===== config.mk =====
export PLATFORM = sky130hd
export DESIGN_NAME = cnn_accel_top
export DESIGN_NICKNAME = d
export VERILOG_FILES = /design/src/rtl/cnn_accel_pkg.sv /design/src/rtl/axil_ctrl_regs.sv /design/src/rtl/cnn_accel_top.sv
export SDC_FILE = /design/constraint.sdc
export NUM_CORES = 2
export LEC_CHECK = 0
export BUFFER_PORTS_ARGS = -buffer_cell sky130_fd_sc_hd__buf_4
export CAP_MARGIN = 20
export CORE_AREA = 3 3 548 550
export DETAILED_ROUTE_END_ITERATION = 10
export DIE_AREA = 0 0 551 553
export GPL_TIMING_DRIVEN = 0
export SYNTH_ARGS = -nofsm -noshare
export SYNTH_HDL_FRONTEND = slang
export SYNTH_HIERARCHICAL = 1
export SYNTH_SLANG_ARGS = --single-unit
export TNS_END_PERCENT = 5

===== constraint.sdc =====
create_clock -name clk -period 10.05 [get_ports clk]
set_clock_uncertainty 0.05 [all_clocks]
set_input_delay 1.005 -clock clk [delete_from_list [all_inputs] [get_ports clk]]
set_output_delay 1.005 -clock clk [all_outputs]
set_load 0.01 [all_outputs]

===== src/rtl/cnn_accel_pkg.sv =====
// ============================================================================
// cnn_accel_pkg - shared constants, FSM encoding and row helpers for the tile
// Rev 1.0
// ============================================================================
`default_nettype none

package cnn_accel_pkg;

    localparam logic [7:0] INSTR_COMPUTE    = 8'd87;
    localparam logic [7:0] INSTR_LOADIFMAPS = 8'd88;

    localparam logic [1:0] REG_CTRL0  = 2'd0;
    localparam logic [1:0] REG_CTRL1  = 2'd1;
    localparam logic [1:0] REG_CTRL2  = 2'd2;
    localparam logic [1:0] REG_STATUS = 2'd3;

    localparam logic [1:0] FUNC_CONV = 2'd0;
    localparam logic [1:0] FUNC_POOL = 2'd1;

    localparam int PSUM_W = 5;
    localparam int KMAX   = 5;

    typedef enum logic [1:0] {
        ST_IDLE    = 2'd0,
        ST_COMPUTE = 2'd1,
        ST_DONE    = 2'd2
    } state_t;

    typedef logic [KMAX-1:0][KMAX-1:0] rows_t;

    function automatic logic [2:0] ksize_decode(input logic [4:0] oh);
        case (oh)
            5'b00001: return 3'd1;
            5'b00010: return 3'd2;
            5'b00100: return 3'd3;
            5'b01000: return 3'd4;
            default:  return 3'd5;
        endcase
    endfunction

    function automatic logic [4:0] row_mask(input logic [2:0] k);
        logic [5:0] m;
        m = (6'd1 << k) - 6'd1;
        return m[4:0];
    endfunction

    // Rows 0..k-1 form the live buffer: row 0 is oldest, the beat lands in row k-1.
    function automatic rows_t shift_rows(input rows_t rows, input logic [4:0] beat,
                                         input logic [2:0] k);
        rows_t r;
        r = rows;
        for (int i = 0; i < KMAX; i++) begin
            if (3'(i) + 3'd1 == k)
                r[i] = beat;
            else if (3'(i) + 3'd1 < k)
                r[i] = rows[(i + 1) % KMAX];
        end
        return r;
    endfunction

    function automatic logic [2:0] popcount5(input logic [4:0] a);
        logic [2:0] c;
        c = '0;
        for (int i = 0; i < 5; i++)
            c = c + 3'(a[i]);
        return c;
    endfunction

endpackage

`default_nettype wire


===== src/rtl/axil_ctrl_regs.sv =====
// ============================================================================
// axil_ctrl_regs - AXI4-Lite slave holding CTRL0/CTRL1/CTRL2/STATUS
// Rev 1.0
// ============================================================================
`default_nettype none

module axil_ctrl_regs
    import cnn_accel_pkg::*;
#(
    parameter int DATA_W = 32,
    parameter int ADDR_W = 4
) (
    input  logic                clk,
    input  logic                rst_n,
    input  logic [ADDR_W-1:0]   awaddr,
    input  logic                awvalid,
    output logic                awready,
    input  logic [DATA_W-1:0]   wdata,
    input  logic [DATA_W/8-1:0] wstrb,
    input  logic                wvalid,
    output logic                wready,
    output logic [1:0]          bresp,
    output logic                bvalid,
    input  logic                bready,
    input  logic [ADDR_W-1:0]   araddr,
    input  logic                arvalid,
    output logic                arready,
    output logic [DATA_W-1:0]   rdata,
    output logic [1:0]          rresp,
    output logic                rvalid,
    input  logic                rready,
    input  state_t              fsm_state,
    output logic                start,
    output logic [11:0]         ofmaps_channel,
    output logic [1:0]          func,
    output logic [8:0]          ofmaps_width,
    output logic [4:0]          ksize_oh
);

    logic [31:0] ctrl0;
    logic [10:0] ctrl1;
    logic        done;
    logic        wr_en;
    logic [1:0]  wr_sel;
    logic [7:0]  instr_new;
    logic [31:0] rd_val;
    logic        unused_ok;

    assign wr_en          = awready && wready && awvalid && wvalid;
    assign wr_sel         = awaddr[3:2];
    assign instr_new      = wstrb[0] ? wdata[7:0] : ctrl0[7:0];
    assign start          = wr_en && (wr_sel == REG_CTRL0) &&
                            (instr_new == INSTR_COMPUTE) && (fsm_state == ST_IDLE);
    assign ofmaps_channel = ctrl0[31:20];
    assign func           = ctrl1[1:0];
    assign ofmaps_width   = ctrl1[10:2];
    assign bresp          = 2'b00;
    assign rresp          = 2'b00;
    assign unused_ok      = ^{awaddr[1:0], araddr[1:0]};

    // Ready is withheld while a response is pending so a held VALID is taken only once.
    always_ff @(posedge clk or negedge rst_n) begin
        if (!rst_n) begin
            awready <= 1'b0;
            wready  <= 1'b0;
            bvalid  <= 1'b0;
        end else begin
            if (!awready && awvalid && wvalid && !bvalid) begin
                awready <= 1'b1;
                wready  <= 1'b1;
            end else begin
                awready <= 1'b0;
                wready  <= 1'b0;
            end
            if (wr_en)
                bvalid <= 1'b1;
            else if (bready)
                bvalid <= 1'b0;
        end
    end

    always_ff @(posedge clk or negedge rst_n) begin
        if (!rst_n) begin
            ctrl0    <= '0;
            ctrl1    <= '0;
            ksize_oh <= '0;
            done     <= 1'b0;
        end else begin
            if (fsm_state == ST_DONE) begin
                done       <= 1'b1;
                ctrl0[7:0] <= 8'd0;
            end else if (start) begin
                done <= 1'b0;
            end
            if (wr_en) begin
                case (wr_sel)
                    REG_CTRL0: begin
                        for (int b = 0; b < 4; b++)
                            if (wstrb[b]) ctrl0[8*b +: 8] <= wdata[8*b +: 8];
                    end
                    REG_CTRL1: begin
                        if (wstrb[0]) ctrl1[7:0]  <= wdata[7:0];
                        if (wstrb[1]) ctrl1[10:8] <= wdata[10:8];
                    end
                    REG_CTRL2: begin
                        if (wstrb[0]) ksize_oh <= wdata[4:0];
                    end
                    default: ;
                endcase
            end
        end
    end

    always_comb begin
        rd_val = 32'd0;
        case (araddr[3:2])
            REG_CTRL0: rd_val = ctrl0;
            REG_CTRL1: rd_val = {21'd0, ctrl1};
            REG_CTRL2: rd_val = {26'd0, done, ksize_oh};
            default:   rd_val = {29'd0, fsm_state, done};
        endcase
    end

    always_ff @(posedge clk or negedge rst_n) begin
        if (!rst_n) begin
            arready <= 1'b0;
            rvalid  <= 1'b0;
            rdata   <= '0;
        end else begin
            arready <= !arready && arvalid && !rvalid;
            if (arready && arvalid) begin
                rvalid <= 1'b1;
                rdata  <= DATA_W'(rd_val);
            end else if (rready) begin
                rvalid <= 1'b0;
            end
        end
    end

endmodule

`default_nettype wire


===== src/rtl/cnn_accel_top.sv =====
// ============================================================================
// cnn_accel_top - binary convolution / pooling tile with AXI-Lite control
// Rev 1.0
// ============================================================================
`default_nettype none

module cnn_accel_top
    import cnn_accel_pkg::*;
#(
    parameter int MAC_NUM              = 256,
    parameter int BRAM_ADDRESS_WIDTH   = 12,
    parameter int C_S_AXIS_TDATA_WIDTH = 32,
    parameter int C_S_AXI_DATA_WIDTH   = 32,
    parameter int C_S_AXI_ADDR_WIDTH   = 4
) (
    input  logic                              clk,
    input  logic                              rst_n,
    input  logic [C_S_AXIS_TDATA_WIDTH-1:0]   S_AXIS_TDATA,
    input  logic [C_S_AXIS_TDATA_WIDTH/8-1:0] S_AXIS_TSTRB,
    input  logic                              S_AXIS_TLAST,
    input  logic                              S_AXIS_TVALID,
    output logic                              S_AXIS_TREADY,
    input  logic [C_S_AXI_ADDR_WIDTH-1:0]     S_AXI_AWADDR,
    input  logic [2:0]                        S_AXI_AWPROT,
    input  logic                              S_AXI_AWVALID,
    output logic                              S_AXI_AWREADY,
    input  logic [C_S_AXI_DATA_WIDTH-1:0]     S_AXI_WDATA,
    input  logic [C_S_AXI_DATA_WIDTH/8-1:0]   S_AXI_WSTRB,
    input  logic                              S_AXI_WVALID,
    output logic                              S_AXI_WREADY,
    output logic [1:0]                        S_AXI_BRESP,
    output logic                              S_AXI_BVALID,
    input  logic                              S_AXI_BREADY,
    input  logic [C_S_AXI_ADDR_WIDTH-1:0]     S_AXI_ARADDR,
    input  logic [2:0]                        S_AXI_ARPROT,
    input  logic                              S_AXI_ARVALID,
    output logic                              S_AXI_ARREADY,
    output logic [C_S_AXI_DATA_WIDTH-1:0]     S_AXI_RDATA,
    output logic [1:0]                        S_AXI_RRESP,
    output logic                              S_AXI_RVALID,
    input  logic                              S_AXI_RREADY,
    output logic [MAC_NUM*PSUM_W-1:0]         psum_out
);

    localparam int          LANE_W = $clog2(MAC_NUM) + 1;
    localparam logic [20:0] N_MAX  = 21'(MAC_NUM);

    state_t              state;
    rows_t               kern, win, kern_next, win_next;
    logic [2:0]          ksz, win_cnt;
    logic [4:0]          kmask, beat, ksize_oh;
    logic [LANE_W-1:0]   lane_idx;
    logic [11:0]         ofmaps_channel;
    logic [8:0]          ofmaps_width;
    logic [1:0]          func;
    logic                start, beat_fire, win_full, last_psum, psum_we, pool_any;
    logic [20:0]         n_prod, n_target;
    logic [PSUM_W-1:0]   conv_sum, psum;
    logic                unused_ok;

    axil_ctrl_regs #(
        .DATA_W (C_S_AXI_DATA_WIDTH),
        .ADDR_W (C_S_AXI_ADDR_WIDTH)
    ) u_regs (
        .clk            (clk),
        .rst_n          (rst_n),
        .awaddr         (S_AXI_AWADDR),
        .awvalid        (S_AXI_AWVALID),
        .awready        (S_AXI_AWREADY),
        .wdata          (S_AXI_WDATA),
        .wstrb          (S_AXI_WSTRB),
        .wvalid         (S_AXI_WVALID),
        .wready         (S_AXI_WREADY),
        .bresp          (S_AXI_BRESP),
        .bvalid         (S_AXI_BVALID),
        .bready         (S_AXI_BREADY),
        .araddr         (S_AXI_ARADDR),
        .arvalid        (S_AXI_ARVALID),
        .arready        (S_AXI_ARREADY),
        .rdata          (S_AXI_RDATA),
        .rresp          (S_AXI_RRESP),
        .rvalid         (S_AXI_RVALID),
        .rready         (S_AXI_RREADY),
        .fsm_state      (state),
        .start          (start),
        .ofmaps_channel (ofmaps_channel),
        .func           (func),
        .ofmaps_width   (ofmaps_width),
        .ksize_oh       (ksize_oh)
    );

    assign unused_ok = ^{S_AXIS_TDATA[C_S_AXIS_TDATA_WIDTH-1:5], S_AXIS_TSTRB, S_AXIS_TLAST,
                         S_AXI_AWPROT, S_AXI_ARPROT, 32'(BRAM_ADDRESS_WIDTH)};

    assign beat_fire = S_AXIS_TVALID && S_AXIS_TREADY;
    assign ksz       = ksize_decode(ksize_oh);
    assign kmask     = row_mask(ksz);
    assign beat      = S_AXIS_TDATA[4:0] & kmask;
    assign kern_next = shift_rows(kern, beat, ksz);
    assign win_next  = shift_rows(win, beat, ksz);
    assign win_full  = (win_cnt >= ksz - 3'd1);
    assign n_prod    = 21'(ofmaps_width) * 21'(ofmaps_channel);
    assign n_target  = (n_prod == 21'd0) ? 21'd1 : ((n_prod > N_MAX) ? N_MAX : n_prod);
    assign last_psum = (21'(lane_idx) + 21'd1) >= n_target;
    assign psum_we   = (state == ST_COMPUTE) && beat_fire && win_full;

    // The psum is taken on the window including the current beat; rows and bits past K are masked.
    always_comb begin
        conv_sum = '0;
        pool_any = 1'b0;
        for (int i = 0; i < KMAX; i++) begin
            if (3'(i) < ksz) begin
                conv_sum = conv_sum + PSUM_W'(popcount5(kern[i] & win_next[i] & kmask));
                pool_any = pool_any | (|(win_next[i] & kmask));
            end
        end
        psum = (func == FUNC_POOL) ? PSUM_W'(pool_any) : conv_sum;
    end

    always_ff @(posedge clk or negedge rst_n) begin
        if (!rst_n) begin
            state         <= ST_IDLE;
            S_AXIS_TREADY <= 1'b0;
            kern          <= '0;
            win           <= '0;
            win_cnt       <= '0;
            lane_idx      <= '0;
        end else begin
            case (state)
                ST_IDLE: begin
                    S_AXIS_TREADY <= 1'b1;
                    if (beat_fire)
                        kern <= kern_next;
                    if (start) begin
                        state    <= ST_COMPUTE;
                        win_cnt  <= '0;
                        lane_idx <= '0;
                    end
                end
                ST_COMPUTE: begin
                    if (beat_fire) begin
                        win <= win_next;
                        if (!win_full) begin
                            win_cnt <= win_cnt + 3'd1;
                        end else begin
                            lane_idx <= lane_idx + 1'b1;
                            if (last_psum) begin
                                state         <= ST_DONE;
                                S_AXIS_TREADY <= 1'b0;
                            end
                        end
                    end
                end
                ST_DONE: begin
                    state         <= ST_IDLE;
                    S_AXIS_TREADY <= 1'b1;
                end
                default: begin
                    state         <= ST_IDLE;
                    S_AXIS_TREADY <= 1'b0;
                end
            endcase
        end
    end

    always_ff @(posedge clk or negedge rst_n) begin
        if (!rst_n)
            psum_out <= '0;
        else if (psum_we)
            psum_out[int'(lane_idx) * PSUM_W +: PSUM_W] <= psum;
    end

endmodule

`default_nettype wire


# == Word level (Yosys, flattened, before mapping) ==
# Index checks and enable logic that the tools add are counted.
# totals
ff_bits,1430
input_bits,95
elab_cells,232
# op_classes
add_sub_neg,30
n_mul,2
order_cmp,9
n_eq_ne,22
n_shift,3
mux,65
n_bitwise,20
n_reduce_logical,53
# op_table
cell,count
bitwise mux 1280 bit,1
variable shift 5 x 33 -> 1280 bit (first input constant),1
variable part select 5 x 33 -> 1280 bit,1
2-to-1 mux 5 bit,25
case mux 32 bit (3 select lines),1
bitwise AND 5 bit,16
2-to-1 mux 21 bit,2
2-to-1 mux 8 bit,5
AND reduction 3 bit,12
negation 12 -> 33 bit,1
adder 3 x 1 -> 3 bit,10
2-to-1 mux 9 bit,3
OR reduction 5 bit,5
>= comparator 10 x 21 -> 1 bit,1
greater-than comparator 21 x 9 -> 1 bit (second input constant),1
zero test 21 bit,1
multiplier 9 x 12 -> 21 bit,1
adder 5 x 3 -> 5 bit,4
case mux 9 bit (2 select lines),1
nonzero test 2 bit,9
adder 2 x 1 -> 3 bit,5
2-to-1 mux 1 bit,15
logical AND 1 bit,14
multiplier 9 x 3 -> 12 bit (second input constant),1
34 further kinds,68

# == Logic depth before layout (Yosys ltp) ==
# depth
depth_word,24
depth_mapped,43
depth_no_buf,38

# == Hierarchy ==
# The synthesis kept the hierarchy.
# modules_own_cells
mod,n_inst,cells_per_inst,area_per_inst_um2,seq_area_each_um2
cnn_accel_top,1,4203,57876.8,33607.2
axil_ctrl_regs,1,270,3674.8,2127.0

# == Worst setup path before layout ==
# No wires, ideal clock.
# synth_path
path_kind,reg2reg
startpoint,register u_regs.ksize_oh[1]
endpoint,register psum_out[109]
arrival_time_ps,10658
setup_slack_ps,-722
path_stages_with_launch,44
cell_sequence,dfrtp_1 > buf_4 > xnor2_1 > nor4_1 > inv_1 > ha_1 > nor3b_1 > a22oi_1 > clkbuf_1 > o211ai_1 > o211ai_1 > nor2_1 > fa_1 > inv_1 > fa_1 > clkbuf_1 > fa_1 > fa_1 > (+8 left out) > fa_1 > inv_1 > fa_1 > ha_1 > nand2_1 > o21ai_0 > fa_1 > fa_1 > ha_1 > fa_1 > a21oi_1 > nor3_1 > o21ai_0 > a31oi_1 > a211oi_2 > buf_2 > buf_2 > mux2_2
# synth_via
elab_chain_len,24
elab_cells_between_ends,93
# synth_rtl
item,line_no,text
from (decl),axil_ctrl_regs.sv:37,output logic [4:0] ksize_oh
from (signal assigned),axil_ctrl_regs.sv:106,if (wstrb[0]) ksize_oh <= wdata[4:0];
equality test 5 x 4 -> 1 bit (tied with other cells),cnn_accel_pkg.sv:32,case (oh)
case mux 3 bit (4 select lines) (*),cnn_accel_pkg.sv:32,
left shift 1 x 3 -> 5 bit,cnn_accel_pkg.sv:43,m = (6'd1 << k) - 6'd1;
subtractor 5 x 1 -> 5 bit,cnn_accel_pkg.sv:43,
bitwise AND 5 bit,cnn_accel_top.sv:98,assign beat = S_AXIS_TDATA[4:0] & kmask;
2-to-1 mux 5 bit,cnn_accel_pkg.sv:53,if (3'(i) + 3'd1 == k)
bitwise AND 5 bit (2 in series),cnn_accel_top.sv:113,conv_sum = conv_sum + PSUM_W'(popcount5(kern[i] & win_next[i] & kmask));
adder 1 x 1 -> 2 bit,cnn_accel_pkg.sv:65,c = c + 3'(a[i]);
(+7 left out),n/a,
2-to-1 mux 5 bit,cnn_accel_top.sv:112,if (3'(i) < ksz) begin
adder 5 x 3 -> 5 bit,cnn_accel_top.sv:113,
2-to-1 mux 5 bit,cnn_accel_top.sv:112,
adder 5 x 3 -> 5 bit,cnn_accel_top.sv:113,
2-to-1 mux 5 bit,cnn_accel_top.sv:112,
2-to-1 mux 5 bit,cnn_accel_top.sv:117,psum = (func == FUNC_POOL) ? PSUM_W'(pool_any) : conv_sum;
variable part select 5 x 33 -> 1280 bit,cnn_accel_top.sv:170,psum_out[int'(lane_idx) * PSUM_W +: PSUM_W] <= psum;
bitwise mux 1280 bit,cnn_accel_top.sv:170,
"to (signal, indexed assignment)",cnn_accel_top.sv:170,
to (decl),cnn_accel_top.sv:42,output logic [MAC_NUM*PSUM_W-1:0] psum_out
# Every way passes the cells marked *; elsewhere a longest branch is shown, timed or not.
# A chain may end at the register's enable or synchronous reset.

# == Worst setup path in the final report ==
# layout_path
startpoint,register u_regs.ksize_oh[2]
endpoint,register psum_out[1134]
# Same word-level chain as after synthesis.

==> impl_metrics.prom <==
# TYPE chip_impl_metric gauge
chip_impl_metric{name="yosys.cell_types.count",unit=""} 93
chip_impl_metric{name="count_of_flip_flops_with_a_built_in_enable_after_synthesis",unit=""} 0
chip_impl_metric{name="routed-wl-met2",unit="um"} 132500
chip_impl_metric{name="die_outline_height",unit="um"} 553
chip_impl_metric{name="m1WireLength",unit="um"} 111900
chip_impl_metric{name="max-clock-path-buffers",unit=""} 4
chip_impl_metric{name="pwr-share-comb",unit="%"} 50.0
chip_impl_metric{name="worst_ir_drop_on_vdd",unit="mV"} 0.5861
chip_impl_info{name="most-common-layout-cells",value="1,426 x dfrtp_1, 1,420 x buf_4, 1,252 x mux2_2"} 1
chip_impl_info{name="hold_path_end",value="u_regs/rvalid"} 1
chip_impl_metric{name="cts_sinks",unit=""} 1428
chip_impl_info{name="cts_tree",value="done"} 1
chip_impl_metric{name="ios",unit=""} 1417
chip_impl_metric{name="maximum_number_of_pins_on_one_net_before_global_route_repair",unit=""} 180
chip_impl_metric{name="relSlewSlack",unit="%"} 24.32
chip_impl_metric{name="clk_latency_worst_skew_pair",unit="ns"} 0.80
chip_impl_metric{name="setup_ws_post_layout",unit="ns"} -1.101
chip_impl_metric{name="detailedPlacementHpwl",unit="um"} 214800
chip_impl_metric{name="wl",unit="um"} 276900
chip_impl_metric{name="initial_utilization",unit="%"} 20.77
chip_impl_metric{name="summed_instance_area_of_the_synthesized_netlist",unit="um^2"} 61550
chip_impl_metric{name="share_of_the_clock_period_used_by_the_worst_path_after_layout",unit="%"} 111.0
chip_impl_metric{name="crit_path_max_fanout",unit=""} 10
chip_impl_metric{name="final_core_utilization",unit="%"} 28.81
chip_impl_metric{name="clk_transition_reported_paths",unit="ns"} 0.06
chip_impl_metric{name="post_dp_cell_area",unit="um^2"} 77800
chip_impl_metric{name="finalWeightedCongestion",unit=""} 0.8930
chip_impl_metric{name="synth-warning-count",unit=""} 6
chip_impl_metric{name="pwr-share-seq",unit="%"} 24.5
chip_impl_metric{name="antenna_violating_nets_post_route",unit=""} 0
chip_impl_info{name="r2r_start",value="u_regs/ksize_oh[2]"} 1
chip_impl_metric{name="via_per_inst",unit=""} 4.342
chip_impl_metric{name="total_non_filler_cell_area_in_the_finished_layout",unit="um^2"} 85370
chip_impl_metric{name="routed-wl-met3",unit="um"} 23040
chip_impl_metric{name="num-nets-final",unit=""} 6356
chip_impl_metric{name="leakage",unit="nW"} 43.39
chip_impl_metric{name="total_power_density_per_cell_area",unit="nW/um^2"} 282.5
chip_impl_metric{name="cellInternalPower",unit="mW"} 13.17
chip_impl_info{name="cp-start-kind",value="flop"} 1
chip_impl_metric{name="r2r_depth",unit=""} 41
chip_impl_metric{name="post_layout_nonfiller_instances",unit=""} 10180
chip_impl_metric{name="reg2reg_slack",unit="ns"} -1.10
chip_impl_metric{name="p_clk_share",unit="%"} 25.5
chip_impl_metric{name="core.rowCount",unit=""} 200
chip_impl_info{name="violations_in_the_final_reports",value="setup timing"} 1
chip_impl_info{name="status",value="finished with violations"} 1
chip_impl_info{name="cell_with_the_biggest_individual_delay_on_the_critical_path",value="fa_2"} 1
chip_impl_metric{name="grt_util_all_layers",unit="%"} 17.45
chip_impl_metric{name="synth_async_sr_flop_share",unit="%"} 100.0
chip_impl_info{name="criticalPathCategory",value="reg -> reg"} 1
chip_impl_info{name="yosys.area.top_type",value="dfrtp_1"} 1
chip_impl_metric{name="drive_above_1_share",unit="%"} 53.59
chip_impl_info{name="most_frequent_cp_cell",value="fa_1"} 1
chip_impl_info{name="grt_setup_unrepaired",value="true"} 1
chip_impl_metric{name="fin_setup_tns",unit="ns"} -903.15
chip_impl_metric{name="syn_area_per_cell",unit="um^2"} 13.76
chip_impl_metric{name="antenna_violations_before_repair",unit=""} 39
chip_impl_metric{name="flow.area_growth_from_synthesis",unit="%"} 38.70
chip_impl_metric{name="final-max-slew-violation-count",unit=""} 0
chip_impl_info{name="worst_hold_startpoint",value="S_AXI_RREADY"} 1
chip_impl_metric{name="cp.arrival",unit="ns"} 11.79
chip_impl_metric{name="timing.critical_path.required",unit="ns"} 10.69
chip_impl_info{name="highest_layer",value="met4"} 1
chip_impl_metric{name="design.die.area",unit="um^2"} 304700
chip_impl_info{name="layout.cells.most_common",value="dfrtp_1"} 1
chip_impl_metric{name="synth-seq-cells",unit=""} 1428
chip_impl_metric{name="worstMarginPinSlew",unit="ns"} 1.127
chip_impl_metric{name="dr_total_vias",unit=""} 44202
chip_impl_metric{name="port_buffers",unit=""} 1368
chip_impl_metric{name="first_pass_iters",unit=""} 7
chip_impl_metric{name="grt-ovfl-total",unit=""} 0
chip_impl_metric{name="timing.fmax",unit="MHz"} 89.68
chip_impl_metric{name="drv_cap",unit=""} 0
chip_impl_metric{name="yosysSeqAreaShare",unit="%"} 58.06
chip_impl_metric{name="finalWorstPathRequiredPeriod",unit="ns"} 11.15
chip_impl_metric{name="worstHoldPathCells",unit=""} 2
chip_impl_info{name="r2r-end",value="psum_out[1134]"} 1
chip_impl_metric{name="first_iter_violations",unit=""} 3019
chip_impl_metric{name="fp.coreArea",unit="um^2"} 296300
chip_impl_metric{name="yosysTopAreaCellShare",unit="%"} 58.06
chip_impl_metric{name="worst_hold_slack",unit="ns"} 0.3596
chip_impl_metric{name="wirelength_per_cell",unit="um"} 27.20
chip_impl_metric{name="slowest_delay",unit="ns"} 0.56
chip_impl_metric{name="grt_pass1_wl",unit="um"} 378300
chip_impl_metric{name="cts_buffers",unit=""} 164
chip_impl_metric{name="p_switching",unit="mW"} 10.94
chip_impl_info{name="endpoint_kind",value="flop"} 1
chip_impl_metric{name="power.switching_fraction",unit="%"} 45.37
chip_impl_metric{name="grt_pass1_vias",unit=""} 46484
chip_impl_metric{name="drt_drc_violations_left",unit=""} 0
chip_impl_info{name="clockRootBuffer",value="clkbuf_16"} 1
chip_impl_metric{name="hold_violations",unit=""} 0
chip_impl_metric{name="cts_htree_levels",unit=""} 4
chip_impl_info{name="netlist_top_cells_area",value="dfrtp_1 58%, mux2_2 24%, fa_1 2.8%, nand2_1 1.9%, nor2_1 1.8%"} 1
chip_impl_metric{name="synthesis.instances",unit=""} 4473
chip_impl_metric{name="post-place-cells",unit=""} 9823
chip_impl_metric{name="finalSetupViolations",unit=""} 1279
chip_impl_info{name="min_path_type",value="in -> reg"} 1
chip_impl_info{name="ys.flop_type",value="dfrtp_1"} 1
chip_impl_metric{name="chipWidth",unit="um"} 551
-- kinds of logic (layout without fill, tap and decap cells) --
logic type,after synthesis,count (layout),share of synthesized area [%]
DFF,1428,1428,58.06
muxes,1351,1351,24.89
and+or+nand+nor,825,825,5.986
buffers and inverters,386,2131,2.990
AOI/OAI and AO/OA,278,278,3.110
adders and majority gates,163,163,4.350
xor gates and xnor gates,40,40,0.6058
other,2,25,0.01220
-- timing repair --
item,4_1_cts,5_1_grt
endpoints found under the setup margin,1280,1280
pin swaps,23,17
endpoints found under the hold margin,19,0
hold buffers,1,0
buffers inserted,28,12
resized for setup,173,286
gates cloned,2,6
-- critical path, delay by kind of cell, from the launching register on --
| kind | cells | cell delay [ns] |
|---|---|---|
| compound gates | 8 | 1.17 |
| fa+ha+maj | 15 | 6.02 |
| buf+inv | 11 | 1.30 |
| flops | 1 | 0.39 |
| mux | 1 | 0.27 |
| simple gates | 6 | 1.78 |
-- stage by stage --
step                      worst slack [ns]  total power, mW
after floorplan                    -0.1818            9.767
after global placement              -10.71            15.10
after detailed placement            -2.522            16.06
after CTS                           -1.243            23.47
after global routing                -1.365            25.28
final                               -1.101            24.12
-- synth_stat cells (24+ instances only) --
| cell type | instances |
|---|---|
| a21oi_1 | 59 |
| a22o_1 | 28 |
| and2_1 | 47 |
| buf_2 | 76 |
| buf_6 | 29 |
| clkbuf_1 | 125 |
| dfrtp_1 | 1428 |
| fa_1 | 85 |
| ha_1 | 78 |
| inv_1 | 122 |
| mux2_2 | 1310 |
| mux2_4 | 24 |
| nand2_1 | 312 |
| nand3_1 | 48 |
| nor2_1 | 290 |
| nor3_1 | 30 |
| o21ai_0 | 69 |
-- registers in the layout (all words and copies together), names as in the netlist --
name	flops
win_cnt	3
u_regs/wready	1
u_regs/ctrl1	11
u_regs/ctrl0	32
u_regs/bvalid	1
S_AXIS_TREADY	1
psum_out	1280
u_regs/rvalid	1
u_regs/rdata	32
u_regs/arready	1
u_regs/ksize_oh	5
kern	25
win	23
state	2
u_regs/done	1
lane_idx	9
-- worst max-delay path by stage --
stage / startpoint / end / slack [ns] / cells after the start
after CTS: u_regs/ksize_oh[2] / psum_out[1064] / -1.24 / 43
after global placement: rst_n / u_regs/ksize_oh[1] / -10.71 / 1
after global routing: u_regs/ksize_oh[2] / psum_out[1134] / -1.37 / 44
final: u_regs/ksize_oh[2] / psum_out[1134] / -1.10 / 41
after floorplan: u_regs/ksize_oh[1] / psum_out[1049] / -0.18 / 42
after detailed placement: u_regs/ksize_oh[1] / psum_out[896] / -2.52 / 39
-- final cells by class --
class | instances | area [um^2]
Fill cell | 30286 | 210900
Sequential cell | 1428 | 35740
Multi-Input combinational cell | 2662 | 24560
Timing Repair Buffer | 1459 | 11690
Tap cell | 3939 | 4928
Clock buffer | 225 | 4656
Buffer | 260 | 2440
Clock inverter | 64 | 845.8
Inverter | 123 | 464.2
Antenna cell | 20 | 50.05
-- metal layers --
metal | vias to the layer above | GRT usage (%)
met4 | 0 | 5.390
met1 | 23254 | 21.57
met5 | - | 0
met2 | 1779 | 29.29
li1 | 18811 | -
met3 | 358 | 4.900
-- power groups by stage --
stage          clock [mW]  combinational [mW]  sequential [mW]
2_1_floorplan           0                3.77             6.00
5_1_grt              6.56                12.8             5.92
3_5_place_dp            0                10.0             6.02
6_report             6.14                12.1             5.92
3_3_place_gp            0                9.08             6.02
4_1_cts              6.31                11.2             5.91
(Power assumes the default switching activity.)
